### src/rtl/disp_pkg.sv
// Shared types and constants for the two-digit action/speed display scanner.
// Consumed by disp_scan_ctrl and scan_timer.
package disp_pkg;

  typedef enum logic [1:0] {
    BLANK_ACT,
    SHOW_ACT,
    BLANK_SPD,
    SHOW_SPD
  } state_e;

  localparam logic [6:0] SEG_BLANK = 7'h7F;
  localparam logic [1:0] DIG_OFF   = 2'b11;
  localparam int         ACT       = 0;
  localparam int         SPD       = 1;

endpackage

### src/rtl/scan_timer.sv
// Terminal-count counter with synchronous clear; strobes at the blank
// boundary and at the last count of a slot.
module scan_timer
  import disp_pkg::*;
#(
  parameter int TERM  = 10,
  parameter int BLANK = 1,
  parameter int W     = (TERM > 1) ? $clog2(TERM) : 1
) (
  input  logic         clk,
  input  logic         rst_n,
  input  logic         adv_i,
  input  logic         clr_i,
  output logic [W-1:0] count_o,
  output logic         blank_done_o,
  output logic         slot_done_o
);

  localparam logic [W-1:0] LAST  = W'(TERM - 1);
  localparam logic [W-1:0] BDONE = W'(BLANK - 1);

  logic [W-1:0] count_q, count_d;

  assign count_o      = count_q;
  assign blank_done_o = (count_q == BDONE);
  assign slot_done_o  = (count_q == LAST);

  always_comb begin
    count_d = count_q;
    if (clr_i) begin
      count_d = '0;
    end else if (adv_i) begin
      count_d = slot_done_o ? '0 : count_q + 1'b1;
    end
  end

  always_ff @(posedge clk or negedge rst_n) begin
    if (!rst_n) count_q <= '0;
    else        count_q <= count_d;
  end

endmodule

### src/rtl/disp_scan_ctrl.sv
// Two-digit 7-seg scan driver with blanking gap at each digit switch.
// Optional speed-digit blink when DISP_BLINK_EN is defined.
module disp_scan_ctrl
  import disp_pkg::*;
#(
  parameter int CLK_HZ       = 50000000,
  parameter int REFRESH_HZ   = 1000,
  parameter int BLANK_CYCLES = 500,
  parameter int BLINK_FRAMES = 250
) (
  input  logic       clk,
  input  logic       rst_n,
  input  logic       en,
  input  logic [6:0] seg_in,
`ifdef DISP_BLINK_EN
  input  logic       blink_spd,
`endif
  output logic       sel,
  output logic [1:0] dig_n,
  output logic [6:0] seg_out,
  output logic       frame_tick
);

  localparam int DWELL = CLK_HZ / REFRESH_HZ;
  localparam int CW    = (DWELL > 1) ? $clog2(DWELL) : 1;
  localparam logic [CW-1:0] PRE_LAST = CW'(DWELL - 2);

  if (BLANK_CYCLES < 1 || BLANK_CYCLES >= DWELL || BLINK_FRAMES < 1)
  begin : g_bad_cfg
    $error("disp_scan_ctrl: need 1 <= BLANK_CYCLES < DWELL");
  end

  state_e        state_q, state_d;
  logic          sel_q, sel_d;
  logic [1:0]    dig_q, dig_d;
  logic [6:0]    seg_q, seg_d;
  logic          tick_q, tick_d;
  logic          cap;
  logic          spd_dark;
  logic [CW-1:0] cnt;
  logic          blank_done, slot_done;

  scan_timer #(
    .TERM (DWELL),
    .BLANK(BLANK_CYCLES),
    .W    (CW)
  ) u_slot (
    .clk,
    .rst_n,
    .adv_i       (en),
    .clr_i       (~en),
    .count_o     (cnt),
    .blank_done_o(blank_done),
    .slot_done_o (slot_done)
  );

`ifdef DISP_BLINK_EN
  localparam int FW = (BLINK_FRAMES > 1) ? $clog2(BLINK_FRAMES) : 1;

  logic          phase_q, phase_d;
  logic          fr_wrap;
  logic [FW-1:0] fr_cnt_unused;
  logic          fr_blank_unused;

  scan_timer #(
    .TERM (BLINK_FRAMES),
    .BLANK(1),
    .W    (FW)
  ) u_frame (
    .clk,
    .rst_n,
    .adv_i       (tick_q),
    .clr_i       (~blink_spd),
    .count_o     (fr_cnt_unused),
    .blank_done_o(fr_blank_unused),
    .slot_done_o (fr_wrap)
  );

  always_comb begin
    phase_d = phase_q;
    if (!blink_spd)             phase_d = 1'b0;
    else if (tick_q && fr_wrap) phase_d = ~phase_q;
  end

  always_ff @(posedge clk or negedge rst_n) begin
    if (!rst_n) phase_q <= 1'b0;
    else        phase_q <= phase_d;
  end

  assign spd_dark = blink_spd & phase_q;
`else
  assign spd_dark = 1'b0;
`endif

  always_comb begin
    state_d = state_q;
    cap     = 1'b0;
    if (!en) begin
      state_d = BLANK_ACT;
    end else begin
      unique case (state_q)
        BLANK_ACT: if (blank_done) begin
          cap     = 1'b1;
          state_d = SHOW_ACT;
        end
        SHOW_ACT:  if (slot_done) state_d = BLANK_SPD;
        BLANK_SPD: if (blank_done) begin
          cap     = 1'b1;
          state_d = SHOW_SPD;
        end
        SHOW_SPD:  if (slot_done) state_d = BLANK_ACT;
      endcase
    end
  end

  // Outputs decode the next state so they land with the state change.
  always_comb begin
    sel_d = (state_d == BLANK_SPD) || (state_d == SHOW_SPD);
    dig_d = DIG_OFF;
    if (state_d == SHOW_ACT)              dig_d[ACT] = 1'b0;
    if (state_d == SHOW_SPD && !spd_dark) dig_d[SPD] = 1'b0;
    seg_d  = !en ? SEG_BLANK : (cap ? seg_in : seg_q);
    tick_d = en && (state_d == SHOW_SPD) && (cnt == PRE_LAST);
  end

  always_ff @(posedge clk or negedge rst_n) begin
    if (!rst_n) begin
      state_q <= BLANK_ACT;
      sel_q   <= 1'b0;
      dig_q   <= DIG_OFF;
      seg_q   <= SEG_BLANK;
      tick_q  <= 1'b0;
    end else begin
      state_q <= state_d;
      sel_q   <= sel_d;
      dig_q   <= dig_d;
      seg_q   <= seg_d;
      tick_q  <= tick_d;
    end
  end

  assign sel        = sel_q;
  assign dig_n      = dig_q;
  assign seg_out    = seg_q;
  assign frame_tick = tick_q;

endmodule

### config.mk
export PLATFORM = sky130hd
export DESIGN_NAME = disp_scan_ctrl
export DESIGN_NICKNAME = d
export VERILOG_FILES = /design/src/rtl/disp_pkg.sv /design/src/rtl/scan_timer.sv /design/src/rtl/disp_scan_ctrl.sv
export SDC_FILE = /design/constraint.sdc
export NUM_CORES = 1
export LEC_CHECK = 0
export CORE_AREA = 3 3 68 70
export CTS_BUF_LIST = sky130_fd_sc_hd__clkbuf_8 sky130_fd_sc_hd__clkbuf_16
export CTS_CLUSTER_SIZE = 8
export DETAILED_ROUTE_END_ITERATION = 7
export DIE_AREA = 0 0 71 73
export PLACE_DENSITY_LB_ADDON = 0.15
export SLEW_MARGIN = 25
export SYNTH_ARGS = -nofsm -noshare
export SYNTH_HDL_FRONTEND = slang
export SYNTH_SLANG_ARGS = --single-unit
### constraint.sdc
create_clock -name clk -period 2.3 [get_ports clk]
set_input_delay 0.69 -clock clk [delete_from_list [all_inputs] [get_ports clk]]
set_output_delay 0.69 -clock clk [all_outputs]
set_load 0.005 [all_outputs]
# [Yosys cells after proc, flatten, opt, wreduce, memory -nomap -nowiden]
# Index checks and enable logic that the tools add are counted.
[totals] ff_bits=29
[op_classes] add_sub_neg=1 n_eq_ne=10 n_mux=15 reduce_logical=5
[op_table] operator="16-bit == test (second input constant)" count=2
[op_table] operator="16-bit 2-to-1 mux" count=2
[op_table] operator="16-bit by 1-bit adder with 16-bit output (second input constant)" count=1
[op_table] operator="16-bit by 9-bit == test with 1-bit output (second input constant)" count=1
[op_table] operator="7-bit 2-to-1 mux" count=2
[op_table] operator="2-bit 2-to-1 mux" count=5
[op_table] operator="2-bit == test (second input constant)" count=4
[op_table] operator="2-bit one-hot mux with 4 select lines" count=1
[op_table] operator="1-bit 2-to-1 mux" count=5
[op_table] operator="2-bit by 1-bit == test with 1-bit output (second input constant)" count=2
[op_table] operator="1-bit logical AND" count=2
[op_table] operator="2-bit zero test" count=1
[op_table] operator="2-bit by 1-bit != test with 1-bit output (second input constant)" count=1
[op_table] operator="2-bit OR reduction" count=1
[op_table] operator="1-bit logical OR" count=1

# [Logic depth before layout (Yosys ltp)]
# Gate-level depths: netlist (run 1).
[logic_depth] ltp_word=7 ltp_mapped=5

# [Cells and area by module]
# Synthesis (run 1) repeated with hierarchy kept, for this count alone.
[unflattened] hier_cells=157 hier_area_um2=1525.2
[modules_own_cells] mod="scan_timer" instances=1 cells_per_inst=106 area_each_um2=973.4 seq_area_each_um2=400.4
[modules_own_cells] mod="disp_scan_ctrl" instances=1 cells_per_inst=51 area_each_um2=551.8 seq_area_each_um2=336.6

# [Least setup slack after synthesis (run 1)]
# No wires, ideal clock.
[synth_path] kind="register to register" from="register u_slot.count_q[0] (netlist: u_slot.count_o[0])" to="register seg_q[0] (netlist: seg_out[0])" setup_ns=0.089 arrival_time_ns=1.475 slack_ns=0.736 stages_incl_launch_ff=6 cell_sequence="dfrtp_1 -> ha_1 -> nor4b_1 -> nand4_2 -> mux2i_1 -> nand2_1"
[synth_between] elab_chain_len=5
[synth_rtl] item="start: declaration" line="scan_timer.sv:22" source="logic [W-1:0] count_q, count_d;"
[synth_rtl] item="start signal: assignment" line="scan_timer.sv:39" source="else count_q <= count_d;"
[synth_rtl] item="16-bit by 9-bit == test with 1-bit output" line="scan_timer.sv:25" source="assign blank_done_o = (count_q == BDONE);"
[synth_rtl] item="1-bit 2-to-1 mux" line="disp_scan_ctrl.sv:102, disp_scan_ctrl.sv:107"
[synth_rtl] item="1-bit 2-to-1 mux"
[synth_rtl] item="1-bit 2-to-1 mux" line="disp_scan_ctrl.sv:98" source="if (!en) begin"
[synth_rtl] item="2-bit by 1-bit != test with 1-bit output (no source line)"
[synth_rtl] item="end signal: assignment" line="disp_scan_ctrl.sv:137" source="seg_q <= seg_d;"
[synth_rtl] item="end: declaration" line="disp_scan_ctrl.sv:36" source="logic [6:0] seg_q, seg_d;"
# Every way passes these cells.
# A chain may end at the register's enable or synchronous reset.

# [Worst setup path in the final report (run 1)]
[layout_path] from="register seg_q[1] (netlist: seg_out[1])" to="output port seg_out[1]"
[layout_lines] item="end: declaration" line="disp_scan_ctrl.sv:20" source="output logic [6:0] seg_out,"
# No word-level cell between the ends.

==> flow_summary.yaml, run 1 <==
global_route:
  grt_usage_pct: 11.6
  grt_pass1_vias: 958
  antenna_found_initial: 0
  grt_max_degree: 30
  grt_pass1_wl_mm: 4.65
  grt-ovfl-total: 0
power_and_ir_drop:
  switching_power_mw: 0.214
  power_mw: 1.10
  p_int_mw: 0.887
  irDropWorstVdd_mv: 0.389
  swShare_pct: 19.4
  pwr-share-comb_pct: 4.3
  power.leakage_nw: 0.775
  clkPwrFrac_pct: 48.2
  power.density_nw_per_um2: 620
  seq_power_share_pct: 47.4
timing:
  finalCritPeriodShare_pct: 86.6
  grt_setup_unrepaired: "no"
  finalHoldViolations: 0
  fmax_ghz: 0.502
  slew-limit-headroom_pct: 72.2
  finalClockSkew_ns: 0.00618
  period_needed_ns: 1.99
  setup_tns_ns: 0
  worst_pin_slew_ns: 0.411
  finalSetupViolations: 0
  slew_violations: 0
job:
  drv_cap: 0
die:
  ios: 21
  start_util_pct: 35.1
  die_w_um: 71
  dieArea_sq_um: 5180
  die_h_um: 73
  core_area_sq_um: 4030
  rows: 23
placement:
  dpl_cell_area_sq_um: 1660
  placed_cells: 194
  place.gp.congestion: 0.747
  hpwlAfterDp_mm: 1.86
  io_buffers: 20
worst_setup_path:
  r2r_start: "u_slot.count_o[0]"
  r2r_slack_ns: 0.53
  worst-path-buf-inv: 1
  reg2regPathDepth: 5
  path_class: "flip-flop to output port"
  cp_slowest_cell: "dfstp_2"
  cp_cell_sequence: "clkdlybuf4s50_1"
  path_max_fanout: 2
  start_kind: "flip-flop"
  worstPathRequired_ns: 1.61
  cp.arrival_ns: 1.30
  crit_family: "flip-flops"
  worstReg2RegEnd: "seg_out[0]"
  max_stage_delay_ns: 0.53
  endpoint_kind: "output port"
synth:
  synth.distinct_cells: 29
  synthCells: 125
  synth_seq_cells: 29
  syn_area_per_cell_sq_um: 11.3
  ys.warnings.count: 0
  syn_area_sq_um: 1410
  syn_nets: 137
  yosysSeqAreaShare_pct: 52.2
routing:
  vias_per_cell: 5.02
  drtPass1Iterations: 4
  routed_wirelength_mm: 2.69
  vias: 1015
  drc: 0
  drtAntennaViolNets: 0
  wire_per_inst_um: 13.3
  drt_iter0_drc: 83
clock_network:
  cts_tree: "yes"
  cts.sinks: 29
  cts_max_level: 2
  clock_latency_ns: 0.27
  cts_hold_buf: 0
  post-cts-setup-buffer-count: 0
  clkTransAtPathRegs_ns: 0.06
  clk_path_buf_depth: 2
  cts_resized: 0
  clock-root-buffer: "clkbuf_8"
  cts_made_buffers: 5
min_path:
  hold_start: "state_q[1]"
  holdPathEnd: "dig_n[1]"
  whs_path_depth: 1
  worstHoldPathType: "flip-flop to flip-flop"
cells_and_area:
  final_layout_size_suffix_gt1_share_pct: 17.1
  fin_util_pct: 44.1
  final_cell_mix: "dfrtp_1, clkdlybuf4s50_1, nor2_1"
  nets: 163
  syn_to_final_growth_pct: 25.8
  diodes: 0
  finalInstanceArea_sq_um: 1780
  fin_cells: 202
outcome:
  outcome: "finished clean"
-- registers in the layout, indices dropped and copies added, names as in the netlist --
signal and flops:
dig_n 2, frame_tick 1, sel 1, state_q 2
seg_out 7, u_slot.count_o 16
-- cell families after synthesis --
kind of cell / count (synthesis) / share of synthesized area [%]
buffers and inverters: 6 / 3.19
XOR/XNOR: 15 / 9.30
flip-flops: 29 / 52.2
adder cells (fa/ha/maj): 2 / 1.77
AO/OA/AOI/OAI: 2 / 2.13
multiplexers: 7 / 4.96
AND/OR/NAND/NOR: 64 / 26.5
-- cell usage after synthesis (all sizes together) --
library cell | number | area (sq um)
o31ai | 1 | 21.3
dfstp | 9 | 236
a41oi | 1 | 8.76
and4 | 3 | 27.5
ha | 2 | 25.0
nand3 | 5 | 30.0
nor4b | 3 | 32.5
dfrtp | 20 | 500
nand2b | 1 | 6.26
buf | 3 | 33.8
nor3 | 4 | 20.0
and4b | 1 | 10.0
and2 | 4 | 25.0
nand4 | 7 | 50.1
clkbuf | 1 | 3.75
xnor2 | 8 | 70.1
nand2 | 13 | 48.8
nor2 | 17 | 63.8
mux2i | 7 | 70.1
xor2 | 7 | 61.3
inv | 2 | 7.51
nor4 | 4 | 40.0
nor3b | 2 | 20.0
-- metrics by stage --
step | setup slack (ns) | hold WS, ns
final | 0.307 | 0.475
after global routing | 0.252 | 0.509
after global placement | 0.530 | 0.477
after CTS | 0.290 | 0.472
after detailed placement | 0.535 | 0.463
after floorplan | 0.736 | 0.394
-- layer usage --
layer	part of all wire [%]	routed length [um]	track usage, %	up-vias
li1	-	-	-	483
met1	48	1280	15.8	515
met2	47	1280	16.9	15
met3	4.1	111	5.23	2
met4	0.71	19	3.13	0
met5	0	0	0	-
-- final cells by class --
type,instances,area [sq um]
fillers,388,2250
flip-flops and latches,29,737
multi-input cells,90,631
repair buffers,23,223
clock buffers,6,82.6
well taps,50,62.6
clock inverters,2,33.8
inverters,2,7.51
-- worst max-delay path by stage --
stage | cells past startpoint | slack, ns | start | to
floorplan | 5 | 0.74 | u_slot.count_o[0] | seg_out[0]
global placement | 3 | 0.53 | en | frame_tick
detailed placement | 3 | 0.53 | en | frame_tick
CTS | 1 | 0.29 | seg_out[1] | seg_out[1]
global route | 1 | 0.25 | seg_out[0] | seg_out[0]
finish | 1 | 0.31 | seg_out[1] | seg_out[1]
-- power groups by stage --
stage          combinational, mW  clock (mW)  sequential, mW
2_1_floorplan             0.0214           0           0.528
3_3_place_gp              0.0487           0           0.531
3_5_place_dp              0.0493           0           0.531
4_1_cts                   0.0493       0.543           0.522
5_1_grt                   0.0533       0.574           0.523
6_report                  0.0475       0.531           0.522
(Power assumes the default switching activity.)
==> run 2: changes to the inputs <==
Settings changed: ABC_AREA set to 1, CORE_AREA 3 3 68 70 to 3 3 57 59, DIE_AREA 0 0 71 73 to 0 0 60 62, REMOVE_ABC_BUFFERS set to 1.
==> run 2 against run 1 <==
Net effect: power is 7.6% lower; synthesized area is 7.3% higher; clock power is 24% lower; worst setup slack worse by 0.019 ns; sequential cell count stayed put; worst hold slack worse by 0.035 ns.
==> flow_summary.yaml, run 2 <==
timing:
  finalHoldViolations: 0
  finalSetupViolations: 0
  fin_ws_ns: 0.288
  fmax_ghz: 0.497
  finalClockSkew_ns: 0.00494
  setup_tns_ns: 0
  worst_pin_slew_ns: 0.409
  finalCritPeriodShare_pct: 87.5
  slew-limit-headroom_pct: 72.7
  period_needed_ns: 2.01
  grt_setup_unrepaired: "no"
  hold_slack_ns: 0.440
  slew_violations: 0
clock_network:
  clock-root-buffer: "clkbuf_8"
  cts.sinks: 29
  clkTransAtPathRegs_ns: 0.07
  post-cts-setup-buffer-count: 0
  cts_tree: "yes"
  cts_hold_buf: 0
  clock_latency_ns: 0.28
  cts_max_level: 2
  cts_made_buffers: 5
  cts_resized: 0
  clk_path_buf_depth: 2
synth:
  syn_area_per_cell_sq_um: 8.33
  async_reset_ff_share_pct: 100
  synth_common_cells: "nand2_1, nor2_1, dfrtp_1"
  synth.distinct_cells: 25
  synthCells: 182
  yosys_most_used_dff: "dfrtp_1"
  synth.top_cell.area_share_pct: 33.0
  synth_seq_cells: 29
  ys.warnings.count: 0
  synth_edf_count: 0
  yosysTopAreaCell: "dfrtp_1"
  synth_area_leaders: "dfrtp_1, dfstp_2, nand2_1, nor2_1, inv_1"
  syn_area_sq_um: 1520
  yosysSeqAreaShare_pct: 48.6
  yosysMostFrequentCell: "nand2_1"
placement:
  hpwlAfterDp_mm: 2.19
  place.gp.congestion: 0.869
  io_buffers: 20
  dpl_cell_area_sq_um: 1760
  dp_slack_ns: 0.350
cells_and_area:
  finalInstanceArea_sq_um: 1840
  final_layout_size_suffix_gt1_share_pct: 21.9
  nets: 221
  final_common_cell: "nand2_1"
  largest_reg_flops: 16
  final_cell_mix: "nand2_1, nor2_1, dfrtp_1, clkdlybuf4s50_1, inv_1"
  diodes: 0
  syn_to_final_growth_pct: 21.5
worst_setup_path:
  cp.arrival_ns: 1.32
  path_max_fanout: 2
  cp.depth: 1
  path_class: "flip-flop to output port"
  endpoint: "seg_out[3]"
  cp_cell_sequence: "clkdlybuf4s50_1"
  start_kind: "flip-flop"
  reg2regPathDepth: 8
  worstReg2RegEnd: "u_slot.count_o[14]"
  r2r_slack_ns: 0.81
  worst-path-buf-inv: 1
  cp_slowest_cell: "dfstp_2"
  startpoint: "seg_out[3]"
  r2r_start: "u_slot.count_o[0]"
  endpoint_kind: "output port"
  crit_family: "flip-flops"
  max_stage_delay_ns: 0.54
  worstPathRequired_ns: 1.61
global_route:
  antenna_found_initial: 0
  grt-ovfl-total: 0
  grt-busiest-layer: "met2"
  grtUsageMet3_pct: 6.82
  grt_max_degree: 30
  grt_usage_pct: 19.3
  grt_pass1_vias: 1235
  met1_usage_pct: 22.7
  gr-usage-met2_pct: 31.5
  grt_pass1_wl_mm: 5.22
die:
  ios: 21
  core_area_sq_um: 2760
  rows: 19
  dieArea_sq_um: 3720
  die_h_um: 62
  start_util_pct: 54.9
  die_w_um: 60
power_and_ir_drop:
  power_mw: 1.02
  power.density_nw_per_um2: 553
  power.leakage_nw: 0.814
  irDropWorstVdd_mv: 0.557
routing:
  drc: 0
  routed_wirelength_mm: 2.96
  wire_per_inst_um: 12.3
  vias: 1244
  drtPass1Iterations: 4
  drtAntennaViolNets: 0
  drt_iter0_drc: 49
  vias_per_cell: 5.16
job:
  drv_cap: 0
outcome:
  outcome: "finished clean"
min_path:
  worstHoldPathType: "flip-flop to flip-flop"
run 2: changes by cell type in the layout (fill, tap and decap cells not counted), moves of 7 or more:
cell	delta
nor2_1	+7
nand2_1	+33
o21ai_1	+8
mux2i_1	-7
inv_1	+13
run 2: metrics by stage:
stage	instances	utilization [%]
after floorplan	181	-
after global placement	233	63.7
after detailed placement	233	63.7
after CTS	241	66.7
after global routing	241	66.7
final	241	66.7
run 2: final cells by class:
| class | count | area, sq um |
|---|---|---|
| fillers | 239 | 917 |
| flip-flops and latches | 29 | 737 |
| multi-input cells | 130 | 692 |
| repair buffers | 21 | 208 |
| inverters | 22 | 82.6 |
| clock buffers | 5 | 68.8 |
| well taps | 31 | 38.8 |
| clock inverters | 3 | 13.8 |
run 2: power breakdown:
part	total, mW	switching, mW	internal, mW
sequential	0.539	0.00967	0.529
combinational	0.0782	0.0381	0.0401
clock	0.401	0.196	0.205
run 2: per-layer routing:
metal / routed length (um) / vias up / share of wire [%]
li1: - / 618 / -
met1: 1340 / 589 / 45
met2: 1390 / 28 / 47
met3: 162 / 9 / 5.5
met4: 76 / 0 / 2.6
met5: 0 / - / 0
run 2: cells by family (layout without fill, tap and decap cells):
logic type / count (synthesis) / after routing / synth area share [%]
flip-flops: 29 / 29 / 48.6
buffers and inverters: 23 / 51 / 5.70
adder cells (fa/ha/maj): 2 / 2 / 1.65
XOR/XNOR: 5 / 5 / 2.89
AND/OR/NAND/NOR: 106 / 106 / 35.3
AO/OA/AOI/OAI: 17 / 17 / 5.78
run 2: worst min path at each step:
| stage | from | end | slack [ns] | depth (start not counted) |
|---|---|---|---|---|
| 2_1_floorplan | rst_n | frame_tick | 0.39 | 0 |
| 5_1_grt | state_q[1] | dig_n[1] | 0.47 | 1 |
| 3_5_place_dp | state_q[1] | dig_n[1] | 0.43 | 1 |
| 3_3_place_gp | state_q[1] | dig_n[1] | 0.41 | 1 |
| 6_report | state_q[1] | dig_n[1] | 0.44 | 1 |
| 4_1_cts | state_q[1] | dig_n[1] | 0.44 | 1 |
==> run 3: changes to the inputs <==
Settings changed: CTS_BUF_LIST sky130_fd_sc_hd__clkbuf_8 sky130_fd_sc_hd__clkbuf_16 to sky130_fd_sc_hd__clkbuf_4, PLACE_DENSITY set to 0.78, PLACE_DENSITY_LB_ADDON 0.15 to unset.
==> run 3 against run 2 <==
Net effect: critical path depth is the same; global-route usage shrank 1.8 points; sequential cell count is the same; fmax shrank 1.9%; largest power group unchanged; design area shrank 1.1%; highest routed layer unchanged; clock skew grew 0.0021 ns; clock power shrank 23%; combinational power grew 2%; non-clock buffer count grew 1; core utilization shrank 0.73 points.
==> flow_summary.yaml, run 3 (same netlist as run 2, synthesis figures left out) <==
worst_setup_path:
  endpoint_kind: "output port"
  path_class: "flip-flop to output port"
  cp_cell_sequence: "clkdlybuf4s50_1"
  start_kind: "flip-flop"
  cp.depth: 1
  r2r_slack_ns: 0.78
  reg2regPathDepth: 8
  max_stage_delay_ns: 0.55
  path_max_fanout: 2
  worstReg2RegEnd: "u_slot.count_o[14]"
  cp_slowest_cell: "dfstp_2"
  crit_family: "flip-flops"
  endpoint: "seg_out[6]"
  worst-path-buf-inv: 1
  r2r_start: "u_slot.count_o[0]"
  worstPathRequired_ns: 1.61
  cp.arrival_ns: 1.36
  startpoint: "seg_out[6]"
timing:
  setup_tns_ns: 0
  finalSetupViolations: 0
  worst_pin_slew_ns: 0.454
  finalHoldViolations: 0
  fmax_ghz: 0.487
  period_needed_ns: 2.05
  finalClockSkew_ns: 0.00702
  slew_violations: 0
  slew-limit-headroom_pct: 69.7
  finalCritPeriodShare_pct: 89.2
  grt_setup_unrepaired: "no"
clock_network:
  clk_path_buf_depth: 2
  clock-root-buffer: "clkbuf_4"
  cts.sinks: 29
  cts_max_level: 2
  cts_hold_buf: 0
  clock_latency_ns: 0.33
  clkTransAtPathRegs_ns: 0.10
  cts_resized: 0
  cts_tree: "yes"
  post-cts-setup-buffer-count: 0
  cts_made_buffers: 5
die:
  core_area_sq_um: 2760
  die_w_um: 60
  rows: 19
  dieArea_sq_um: 3720
  die_h_um: 62
  ios: 21
  start_util_pct: 54.9
cells_and_area:
  final_cell_mix: "nand2_1, nor2_1, dfrtp_1, clkdlybuf4s50_1, inv_1"
  largest_reg_flops: 16
  nets: 222
  fin_util_pct: 66.0
  nFillCells: 229
  final_common_cell: "nand2_1"
  diodes: 0
  syn_to_final_growth_pct: 20.1
  final_layout_size_suffix_gt1_share_pct: 22.7
power_and_ir_drop:
  pwr-share-comb_pct: 8.6
  clkPwrFrac_pct: 33.2
  switching_power_mw: 0.227
  power.leakage_nw: 0.805
  seq_power_share_pct: 58.2
  swShare_pct: 24.6
  power.density_nw_per_um2: 508
  p_int_mw: 0.697
  irDropWorstVdd_mv: 0.381
placement:
  io_buffers: 20
  place.gp.congestion: 0.857
  hpwlAfterDp_mm: 2.15
routing:
  drtAntennaViolNets: 0
  wire_per_inst_um: 11.9
  drc: 0
  drtPass1Iterations: 4
  vias: 1233
  routed_wirelength_mm: 2.87
  vias_per_cell: 5.10
  drt_iter0_drc: 33
global_route:
  antenna_found_initial: 0
  grt_pass1_vias: 1112
  grt_max_degree: 30
  grt_pass1_wl_mm: 4.73
  grt_usage_pct: 17.6
  grt-ovfl-total: 0
outcome:
  outcome: "finished clean"
min_path:
  worstHoldPathType: "flip-flop to flip-flop"
  hold_start: "state_q[1]"
job:
  drv_cap: 0
[run 3: cell count changes in the layout (fill, tap and decap cells not counted), sizes merged]
cell / before / now
inv: 22 / 21
clkbuf: 5 / 6
buf: 1 / 2
[run 3: power groups by stage]
| stage | clock [mW] | sequential, mW | combinational (mW) |
|---|---|---|---|
| after floorplan | 0 | 0.547 | 0.0281 |
| after global routing | 0.341 | 0.539 | 0.0911 |
| after CTS | 0.318 | 0.538 | 0.0812 |
| after detailed placement | 0 | 0.547 | 0.0809 |
| after global placement | 0 | 0.546 | 0.0794 |
| final | 0.307 | 0.538 | 0.0797 |
[run 3: stage by stage]
stage / hold slack [ns] / power [mW] / instance area [sq um] / setup WS [ns] / std cells
2_1_floorplan: 0.394 / 0.575 / 1510 / 0.967 / 181
3_3_place_gp: 0.423 / 0.626 / 1770 / 0.580 / 234
3_5_place_dp: 0.424 / 0.628 / 1770 / 0.552 / 234
4_1_cts: 0.437 / 0.937 / 1820 / 0.230 / 242
5_1_grt: 0.470 / 0.972 / 1820 / 0.195 / 242
6_report: 0.441 / 0.924 / 1820 / 0.248 / 242
[run 3: worst reg2reg max path: cells and delay by family (launching register included)]
family / cells / cell delay (ns)
AND/OR/NAND/NOR: 5 / 0.51
adder cells (fa/ha/maj): 1 / 0.25
flip-flops: 1 / 0.43
AO/OA/AOI/OAI: 1 / 0.12
buffers and inverters: 1 / 0.12
[run 3: final cells by class]
cell class | count | area, sq um | share of cell area [%]
clock buffer | 6 | 45.0 | 2.47
clock inverter | 2 | 10.0 | 0.550
inverter | 22 | 82.6 | 4.54
multi-input combinational | 130 | 692 | 38.0
sequential | 29 | 737 | 40.5
tap | 31 | 38.8 | 2.13
timing repair buffer | 22 | 215 | 11.8
[run 3: routing by layer]
layer / GRT usage, % / part of all wire, %
met5: 0 / 0
met4: 8.23 / 2.0
met3: 6.40 / 4.9
met2: 26.9 / 47
met1: 22.2 / 46
[run 3: worst min path at each step]
stage	endpoint	cells past startpoint
3_3_place_gp	dig_n[1]	1
4_1_cts	dig_n[1]	1
6_report	dig_n[1]	1
3_5_place_dp	dig_n[1]	1
2_1_floorplan	frame_tick	0
5_1_grt	dig_n[1]	1
